--- config.mk ---
export PLATFORM = sky130hd
export DESIGN_NAME = pipe_regfile
export DESIGN_NICKNAME = d
export VERILOG_FILES = /design/src/rtl/pipe_regfile.sv
export SDC_FILE = /design/constraint.sdc
export NUM_CORES = 1
export LEC_CHECK = 0
export BUFFER_PORTS_ARGS = -buffer_cell sky130_fd_sc_hd__buf_2
export CAP_MARGIN = 10
export CORE_MARGIN = 2
export CORE_UTILIZATION = 30
export CTS_CLUSTER_SIZE = 8
export DETAILED_ROUTE_END_ITERATION = 16
export PLACE_DENSITY = 0.42
export RECOVER_POWER = 50
export SYNTH_ARGS = -nofsm -noshare
export SYNTH_HDL_FRONTEND = slang
export SYNTH_SLANG_ARGS = --single-unit
--- constraint.sdc ---
create_clock -name clk -period 3.3 [get_ports clk]
set_clock_uncertainty 0.15 [all_clocks]
set_input_delay 0.165 -clock clk [delete_from_list [all_inputs] [get_ports clk]]
set_output_delay 0.165 -clock clk [all_outputs]
set_load 0.01 [all_outputs]
--- src/rtl/pipe_regfile.sv ---
// pipe_regfile: multi-ported register file with a busy scoreboard.
//
// After reset, or on a clr request, the array is swept to zero one register
// per cycle. rdy stays low for the whole sweep. Once the sweep is done the
// file accepts writes (wr_en) and issue marks (iss_en), and serves two
// independent combinational read ports with optional same-cycle forwarding.
//
// Ports
//   clk, rst_n          clock, asynchronous active-low reset
//   clr                 synchronous request to re-zero the whole array
//   rdy                 high when the array is valid and accepting writes/issues
//   rs1_addr/rs2_addr   read addresses
//   rs1_data/rs2_data   read data (combinational)
//   rs1_busy/rs2_busy   addressed register has a pending writer
//   wr_en/rd_addr/w_data  write port; a write also clears the register's busy bit
//   iss_en/iss_addr     mark a register as pending
//   dbg_state_o         FSM state (0 = CLEAR sweep, 1 = IDLE)
//   dbg_cnt_o           sweep index
//
// Handshake: there is no back-pressure on individual requests. A write or
// issue is accepted on a rising edge only if rdy is high in that cycle;
// requests presented while rdy is low are dropped.
module pipe_regfile #(
  parameter int XLEN     = 32,
  parameter int NREG     = 32,
  parameter int BYPASS   = 1,
  parameter int ZERO_REG = 1,
  localparam int AW      = (NREG > 1) ? $clog2(NREG) : 1
) (
  input  logic            clk,
  input  logic            rst_n,
  input  logic            clr,
  output logic            rdy,
  input  logic [AW-1:0]   rs1_addr,
  input  logic [AW-1:0]   rs2_addr,
  output logic [XLEN-1:0] rs1_data,
  output logic [XLEN-1:0] rs2_data,
  output logic            rs1_busy,
  output logic            rs2_busy,
  input  logic            wr_en,
  input  logic [AW-1:0]   rd_addr,
  input  logic [XLEN-1:0] w_data,
  input  logic            iss_en,
  input  logic [AW-1:0]   iss_addr,
  output logic            dbg_state_o,
  output logic [AW-1:0]   dbg_cnt_o
);

  typedef enum logic {
    ST_CLEAR = 1'b0,
    ST_IDLE  = 1'b1
  } state_e;

  state_e            state_q, state_d;
  logic [AW-1:0]     cnt_q, cnt_d;
  logic [NREG-1:0]   busy_q, busy_d;
  logic [XLEN-1:0]   regs_q [NREG];

  logic idle;
  logic wr_commit;

  assign idle = (state_q == ST_IDLE);

  // Register 0 is never written when it is hardwired to zero.
  assign wr_commit = idle && wr_en && !((ZERO_REG != 0) && (rd_addr == '0));

  // Next-state logic for the sweep FSM and the busy scoreboard.
  always_comb begin
    state_d = state_q;
    cnt_d   = cnt_q;
    busy_d  = busy_q;
    case (state_q)
      ST_CLEAR: begin
        busy_d = '0;
        if (clr) begin
          cnt_d = '0;
        end else if (cnt_q == AW'(NREG - 1)) begin
          state_d = ST_IDLE;
          cnt_d   = '0;
        end else begin
          cnt_d = cnt_q + AW'(1);
        end
      end
      ST_IDLE: begin
        if (clr) begin
          state_d = ST_CLEAR;
          cnt_d   = '0;
          busy_d  = '0;
        end else begin
          // Issue is applied after the write-clear so a same-address
          // issue+write leaves the register pending.
          if (wr_en)  busy_d[rd_addr]  = 1'b0;
          if (iss_en) busy_d[iss_addr] = 1'b1;
          if (ZERO_REG != 0) busy_d[0] = 1'b0;
        end
      end
      default: begin
        state_d = ST_CLEAR;
        cnt_d   = '0;
        busy_d  = '0;
      end
    endcase
  end

  always_ff @(posedge clk or negedge rst_n) begin
    if (!rst_n) begin
      state_q <= ST_CLEAR;
      cnt_q   <= '0;
      busy_q  <= '0;
    end else begin
      state_q <= state_d;
      cnt_q   <= cnt_d;
      busy_q  <= busy_d;
    end
  end

  // The array itself carries no reset; the sweep gives it defined contents.
  always_ff @(posedge clk) begin
    if (state_q == ST_CLEAR) begin
      regs_q[cnt_q] <= '0;
    end else if (wr_commit) begin
      regs_q[rd_addr] <= w_data;
    end
  end

  function automatic logic is_zero_reg(input logic [AW-1:0] a);
    return (ZERO_REG != 0) && (a == '0);
  endfunction

  function automatic logic is_bypass(input logic [AW-1:0] a);
    return (BYPASS != 0) && wr_en && (rd_addr == a);
  endfunction

  // Read ports: zero while sweeping, forwarded write data on an address hit,
  // otherwise the stored value. A forwarded register is no longer pending.
  always_comb begin
    rs1_data = '0;
    rs1_busy = 1'b0;
    if (idle && !is_zero_reg(rs1_addr)) begin
      if (is_bypass(rs1_addr)) begin
        rs1_data = w_data;
      end else begin
        rs1_data = regs_q[rs1_addr];
        rs1_busy = busy_q[rs1_addr];
      end
    end
  end

  always_comb begin
    rs2_data = '0;
    rs2_busy = 1'b0;
    if (idle && !is_zero_reg(rs2_addr)) begin
      if (is_bypass(rs2_addr)) begin
        rs2_data = w_data;
      end else begin
        rs2_data = regs_q[rs2_addr];
        rs2_busy = busy_q[rs2_addr];
      end
    end
  end

  assign rdy         = idle;
  assign dbg_state_o = state_q;
  assign dbg_cnt_o   = cnt_q;

endmodule
==> results.cfg, run 1 <==
[run]
drv.max_cap_violation_count = 1

[clock_tree]
clock_latency_on_the_worst_skew_pair_ns = 0.79
clock_tree.root_cell = sky130_fd_sc_hd__clkbuf_16
clkSlewWorstSetupHoldPaths_ns = 0.07
clockBufferDepth = 3
cts_inserted_buffers = 151
cts_sink_cnt = 1061
cts_max_level = 4
tritoncts = built

[floorplan]
dieArea_sq_um = 173000
top_level_ports = 130
die_y_microns = 416
starting_density_of_the_core_pct = 30.1
placementRows = 151
core_area_sq_um = 169000
die_width_microns = 416

[sta]
fin_ws_ns = -0.000967
timing.final.crit_period_ns = 3.30
slew_headroom_pct = -50.3
number_of_endpoints_failing_setup_at_the_final_stage = 2
layout_worst_path_cycle_share_pct = 100
final_count_of_pins_violating_max_slew = 38
total_negative_slack_for_setup_checks_ns = -0.00190
worst_pin_slew_ns = 2.25
achievable-frequency_mhz = 303
timing_hold_violations_final = 0

[placed_design]
placed_cells_incl_taps = 5271
gp_congestion = 0.855
dpl_wire_length_mm = 115
post_dp_cell_area_sq_um = 56300
numPortBuffers = 129
placement_stage_worst_setup_slack_ns = 0.174

[setup_path]
setup.worst_path.end_class = flip-flop
worstReg2RegStart = dbg_state_o
cp.arrival_ns = 3.56
crit_required_ns = 3.56
endpoint = regs_q[8][1]
cp_cell_sequence = o311a_2, clkbuf_2, a21oi_2, clkbuf_1, nor2_1, clkbuf_4
critical_path.startpoint = dbg_state_o
worst_path_fanout_max = 34
r2r_end = regs_q[8][1]
critPathSlowestCell = sky130_fd_sc_hd__clkbuf_2
start_kind = flip-flop
cell_family_with_the_largest_share_of_critical_path_delay = buffers and inverters
cp.buffers_inverters = 3
setup.worst_path.class = flip-flop to flip-flop
rrSetupSlack_ns = -0.001
worst_path_largest_cell_delay_ns = 0.89
rr_worst_depth = 6
worstSetupPathDepth = 6

[route]
vias_per_cell = 5.88
first_iter_violations = 3217
route.vias.total = 32438
remaining_antenna_violation_count_after_routing = 0
wirelength_mm = 192
avgRoutedWirePerCell_microns = 34.8
drc = 0
detail_route.first_pass.iterations = 6

[synthesis]
share_of_synthesized_area_occupied_by_flip_flops_and_latches_pct = 62.1
postSynthCellCount = 2936
postSynthAreaPerCell_sq_um = 17.4
yosys.cell_types.count = 49
synthFlopType = sky130_fd_sc_hd__edfxtp_1
synth-edff-count = 1024
postSynth.asyncResetShare_pct = 3.49
post_synth_instance_area_sq_um = 51000
ys_seq_elements = 1061
syn_nets = 2995
synth_warnings = 0

[finish]
final_area_sq_um = 60800
n_fill_cell = 15687
layout_common_cells = sky130_fd_sc_hd__edfxtp_1, sky130_fd_sc_hd__mux4_2, sky130_fd_sc_hd__mux2i_1
final_common_cell = sky130_fd_sc_hd__edfxtp_1
final_net_count = 3320
final_cell_count_no_fill = 5516
syn2layout_area_growth_pct = 19.2
fraction_of_final_layout_cells_sized_beyond_drive_strength_1_pct = 30.8

[pwr]
static_leakage_power_nw = 21.8
p_per_area_nw_per_um2 = 517
vdd_ir_drop_max_mv = 0.556

[status]
failed_checks = max-capacitance violations, max-slew violations, negative setup slack
run_status = complete, but fails checks

[grt]
wire_length_of_the_first_global_routing_pass_mm = 265
grt_residual_overflow = 0
grt_max_degree = 72
antenna_found_initial = 5
vias_in_the_first_global_route = 33593
gr-usage-all-layers_pct = 21.7

[min_path]
hold_path_class = primary input to flip-flop
-- where the power goes --
part / leakage, nW / internal [mW] / total (mW) / switching [mW]
combinational: 8.65 / 0.987 / 2.40 / 1.42
clock: 2.02 / 8.46 / 14.2 / 5.71
sequential: 11.2 / 14.7 / 14.8 / 0.0641
-- synthesized netlist by cell type (all sizes together), types with 3 or more instances --
| master | n | area (sq um) |
|---|---|---|
| a211o | 61 | 534 |
| a211oi | 90 | 676 |
| a21oi | 102 | 510 |
| a221oi | 124 | 1090 |
| a22oi | 92 | 691 |
| a31oi | 34 | 213 |
| a41oi | 4 | 35.0 |
| and2 | 34 | 213 |
| and3 | 5 | 31.3 |
| buf | 132 | 748 |
| clkbuf | 119 | 450 |
| dfrtp | 37 | 926 |
| edfxtp | 1024 | 30700 |
| inv | 9 | 33.8 |
| mux2 | 31 | 349 |
| mux2i | 316 | 3160 |
| mux4 | 378 | 8510 |
| nand2 | 49 | 184 |
| nand2b | 4 | 25.0 |
| nand3 | 5 | 25.0 |
| nand3b | 5 | 37.5 |
| nor2 | 65 | 244 |
| nor2b | 32 | 200 |
| nor3 | 9 | 45.0 |
| nor3b | 6 | 45.0 |
| o211ai | 3 | 22.5 |
| o21a | 3 | 22.5 |
| o21ai | 41 | 205 |
| o21bai | 62 | 465 |
| o221ai | 31 | 272 |
| xnor2 | 10 | 87.6 |
-- sequential cells by signal, indices dropped and copies added, names as in the netlist --
name / cells
busy_q: 31
dbg_cnt_o: 5
dbg_state_o: 1
regs_q: 1024
-- per-stage QoR --
stage          power (mW)  hold slack [ns]  util [%]
6_report             31.4            0.103      35.9
3_3_place_gp         17.4            0.145      33.3
3_5_place_dp         17.4            0.181      33.3
5_1_grt              32.3            0.138      35.9
2_1_floorplan        16.4           -0.281         -
4_1_cts              31.7           0.0319      36.1
-- layer usage --
layer / up-vias / GRT usage [%] / share of wire [%]
met2: 1408 / 36.9 / 50
met5: - / 0 / 0.016
met1: 17523 / 27.9 / 41
li1: 13177 / - / -
met4: 4 / 7.19 / 3.1
met3: 326 / 3.68 / 5.9
-- worst min-delay path, stage by stage --
cell	delay, ns
sky130_fd_sc_hd__buf_2	0.20
sky130_fd_sc_hd__nand3b_1	0.18
sky130_fd_sc_hd__buf_4	0.20
sky130_fd_sc_hd__o21ai_0	0.09
sky130_fd_sc_hd__a21oi_1	0.13
-- area by class of cell --
| type | count | area [sq um] | share of cell area (%) |
|---|---|---|---|
| sequential | 1061 | 31700 | 52.1 |
| multi-input combinational | 1614 | 18500 | 30.4 |
| clock buffer | 177 | 4040 | 6.64 |
| timing repair buffer | 423 | 3660 | 6.02 |
| tap | 2218 | 2780 | 4.57 |
| clock inverter | 9 | 106 | 0.175 |
| inverter | 10 | 41.3 | 0.0680 |
| antenna | 4 | 10.0 | 0.0165 |
-- cells by family (layout without fill, tap and decap cells) --
family	count (synthesis)	in the layout	share of synthesized area, %
buf+inv	261	619	2.43
flops	1061	1061	62.1
simple gates	224	224	2.20
other cells	0	4	0
fa+ha+maj	2	2	0.0491
compound gates	652	652	9.40
xor+xnor	11	11	0.189
mux	725	725	23.6
-- worst min-delay path by stage --
| stage | startpoint | end | slack [ns] | depth (start not counted) |
|---|---|---|---|---|
| after global routing | rd_addr[1] | busy_q[21] | 0.14 | 5 |
| after CTS | rd_addr[1] | busy_q[29] | 0.03 | 5 |
| after global placement | rst_n | dbg_cnt_o[1] | 0.15 | 1 |
| final | rd_addr[1] | busy_q[29] | 0.10 | 5 |
| after floorplan | rst_n | busy_q[10] | -0.28 | 0 |
| after detailed placement | rst_n | dbg_cnt_o[1] | 0.18 | 1 |
-- timing repair --
item                                    4_1_cts  5_1_grt
hold buffers                                 39        2
buffers inserted                              0        8
pin swaps                                     3        7
hold endpoints to repair                    402       12
cloned                                        0        3
gates resized for setup                      27       17
endpoints found under the setup margin       54       32
(Power assumes the default switching activity.)
==> inputs of run 2 (changes only) <==
--- a/config.mk
+++ b/config.mk
@@ -5,14 +5,15 @@
 export SDC_FILE = /design/constraint.sdc
 export NUM_CORES = 1
 export LEC_CHECK = 0
+export ABC_AREA = 1
 export BUFFER_PORTS_ARGS = -buffer_cell sky130_fd_sc_hd__buf_2
 export CAP_MARGIN = 10
 export CORE_MARGIN = 2
 export CORE_UTILIZATION = 30
 export CTS_CLUSTER_SIZE = 8
 export DETAILED_ROUTE_END_ITERATION = 16
+export GPL_ROUTABILITY_DRIVEN = 1
 export PLACE_DENSITY = 0.42
-export RECOVER_POWER = 50
 export SYNTH_ARGS = -nofsm -noshare
 export SYNTH_HDL_FRONTEND = slang
 export SYNTH_SLANG_ARGS = --single-unit
==> run 2 against run 1 <==
  * The flow now finishes without violations
  * Synthesized cell count grew 110%
  * Setup slack better by 0.0083 ns
  * Non-clock buffer count shrank 12
  * Synthesized area increased by 7.0%
  * Global-route usage increased by 2.6 points
  * Cell count up 56%
  * Count of clock-buffer cells in the layout rose by 1
  * Utilization is 0.63 points lower
  * Hold slack better by 0.040 ns
  * Largest cell class unchanged
==> results.cfg, run 2 <==
[status]
run_status = finished, final reports clean

[finish]
largest-register = regs_q
syn2layout_area_growth_pct = 17.0
largest_register_ff_count = 1024
final_area_sq_um = 63800
antenna_cells_inserted = 0
final_common_cell = sky130_fd_sc_hd__nand2_1
final_net_count = 6260
final_cell_count_no_fill = 8608
fraction_of_final_layout_cells_sized_beyond_drive_strength_1_pct = 9.89
n_fill_cell = 18166
layout_common_cells = sky130_fd_sc_hd__nand2_1, sky130_fd_sc_hd__edfxtp_1, sky130_fd_sc_hd__nand3_1

[floorplan]
core_area_sq_um = 181000
die_width_microns = 430
die_y_microns = 430
starting_density_of_the_core_pct = 30.2
dieArea_sq_um = 185000
placementRows = 156
top_level_ports = 130

[clock_tree]
clockBufferDepth = 3
postCtsSetupBuffers = 0
clock_latency_on_the_worst_skew_pair_ns = 0.78
cts_inserted_buffers = 152
tritoncts = built
cts_sink_cnt = 1061
clkSlewWorstSetupHoldPaths_ns = 0.05
cts_max_level = 4
clock_tree.root_cell = sky130_fd_sc_hd__clkbuf_16

[synthesis]
synthMostInstantiatedCell = sky130_fd_sc_hd__nand2_1
postSynth.asyncResetShare_pct = 3.49
synth_top_cells_by_count = sky130_fd_sc_hd__nand2_1, sky130_fd_sc_hd__edfxtp_1, sky130_fd_sc_hd__nand3_1
syn_nets = 6144
yosys.cell_types.count = 37
synthFlopType = sky130_fd_sc_hd__edfxtp_1
postSynthAreaPerCell_sq_um = 8.96
ys_seq_elements = 1061
synth_top_area_share_pct = 56.4
synth-edff-count = 1024
synth_largest_area_cell = sky130_fd_sc_hd__edfxtp_1
synth_warnings = 0
share_of_synthesized_area_occupied_by_flip_flops_and_latches_pct = 58.1
post_synth_instance_area_sq_um = 54500
netlist_top_cells_area = sky130_fd_sc_hd__edfxtp_1, sky130_fd_sc_hd__nand2_1, sky130_fd_sc_hd__nand3_1, sky130_fd_sc_hd__a21oi_1, sky130_fd_sc_hd__o211ai_1
postSynthCellCount = 6085

[setup_path]
rr_worst_depth = 9
setup.worst_path.class = primary input to output pin
start_kind = primary input
cp.arrival_ns = 2.98
setup.worst_path.end_class = output pin
worst_path_fanout_max = 12
crit_required_ns = 2.98

[pwr]
sw_frac_of_total_pct = 28.1
clock_power_share_pct = 41.5
seqPwrFrac_pct = 45.1
vdd_ir_drop_max_mv = 0.494
static_leakage_power_nw = 24.4
report.power.total_mw = 34.8
internal_dissipation_mw = 25.1
net-switching-power_mw = 9.77
p_per_area_nw_per_um2 = 546
share_comb_of_total_power_pct = 13.4

[route]
wirelength_mm = 230
first_iter_violations = 4762
route.vias.total = 46473
detail_route.first_pass.iterations = 6
vias_per_cell = 5.40
drc = 0
remaining_antenna_violation_count_after_routing = 0
avgRoutedWirePerCell_microns = 26.7

[sta]
final_count_of_pins_violating_max_slew = 0
slew_headroom_pct = 29.1
achievable-frequency_mhz = 304
total_negative_slack_for_setup_checks_ns = 0
worst_pin_slew_ns = 1.06
timing_hold_violations_final = 0
timing.final.crit_period_ns = 3.29
rsz_0062_raised_after_global_routing = false
layout_worst_path_cycle_share_pct = 99.8
number_of_endpoints_failing_setup_at_the_final_stage = 0

[run]
drv.max_cap_violation_count = 0

[grt]
gr-usage-all-layers_pct = 24.3
grt_max_degree = 145
wire_length_of_the_first_global_routing_pass_mm = 326
grt_residual_overflow = 0
vias_in_the_first_global_route = 44627
antenna_found_initial = 3

[placed_design]
numPortBuffers = 129
placed_cells_incl_taps = 8356
gp_congestion = 0.827
post_dp_cell_area_sq_um = 59000
dpl_wire_length_mm = 129

[min_path]
hold_path_class = primary input to flip-flop
hold_depth = 5
run 2: cell count changes after synthesis, sizes merged, moves of 323 or more:
cell and delta:
o21ai +323, nand2 +1764, a21oi +461, nand3 +797
mux4 -378, inv +380
run 2: per-layer routing:
metal / wire length, microns / global-route usage (%)
met2: 106000 / 39.3
met4: 8080 / 8.63
met3: 15600 / 3.59
met1: 100000 / 33.1
met5: 0 / 0
run 2: area by class of cell:
class	instances	area, sq um	area share [%]
multi-input combinational	4184	19500	30.5
clock buffer	178	3960	6.21
timing repair buffer	411	4040	6.34
tap	2370	2970	4.65
clock inverter	13	209	0.327
sequential	1061	31700	49.6
inverter	391	1490	2.34
run 2: logic make-up after synthesis:
logic type	share of synthesized area (%)
AND/OR/NAND/NOR	22.6
XOR/XNOR	0.0482
AO/OA/AOI/OAI	12.4
flip-flops	58.1
adder cells (fa/ha/maj)	0.0459
buffers and inverters	6.78
run 2: critical path, cell delays in order:
cell and delay (ns):
sky130_fd_sc_hd__dlygate4sd3_1 0.53, sky130_fd_sc_hd__buf_2 0.25, sky130_fd_sc_hd__inv_2 0.11, sky130_fd_sc_hd__o21ai_0 0.22
sky130_fd_sc_hd__nor3_1 0.11, sky130_fd_sc_hd__nand2_2 0.19, sky130_fd_sc_hd__nand2_1 0.09, sky130_fd_sc_hd__inv_2 0.49
sky130_fd_sc_hd__buf_4 0.28, sky130_fd_sc_hd__nand3_1 0.17, sky130_fd_sc_hd__nand2_1 0.17, sky130_fd_sc_hd__buf_2 0.16
run 2: per-stage QoR:
stage | hold slack, ns | util [%] | worst slack, ns
2_1_floorplan | -0.281 | - | 0.149
3_3_place_gp | 0.226 | 32.6 | 0.496
3_5_place_dp | 0.225 | 32.6 | 0.536
4_1_cts | 0.0809 | 35.3 | 0.00328
5_1_grt | 0.179 | 35.3 | 0.0180
6_report | 0.143 | 35.3 | 0.00738
run 2: power by group through the flow:
stage	clock network [mW]	registers, mW	logic (mW)
6_report	14.5	15.7	4.65
5_1_grt	15.3	15.8	4.97
4_1_cts	14.8	15.7	4.67
3_5_place_dp	0	15.9	4.60
3_3_place_gp	0	15.9	4.59
2_1_floorplan	0	15.9	2.37
run 2: worst paths after layout:
kind,endpoint,from,slack (ns)
setup / recovery,rs2_data[14],rd_addr[3],0.007
hold / removal,dbg_cnt_o[1],clr,0.14
setup reg to reg,regs_q[13][8],dbg_state_o,0.59
hold reg to reg,busy_q[18],busy_q[18],0.41
max in group asynchronous,busy_q[17],rst_n,2.46
min in group asynchronous,busy_q[23],rst_n,0.31
run 2: repair_timing:
action,CTS,global route
endpoints found under the hold margin,1067,0
endpoints found under the setup margin,0,0
hold buffers,60,0
gates resized for setup,0,0
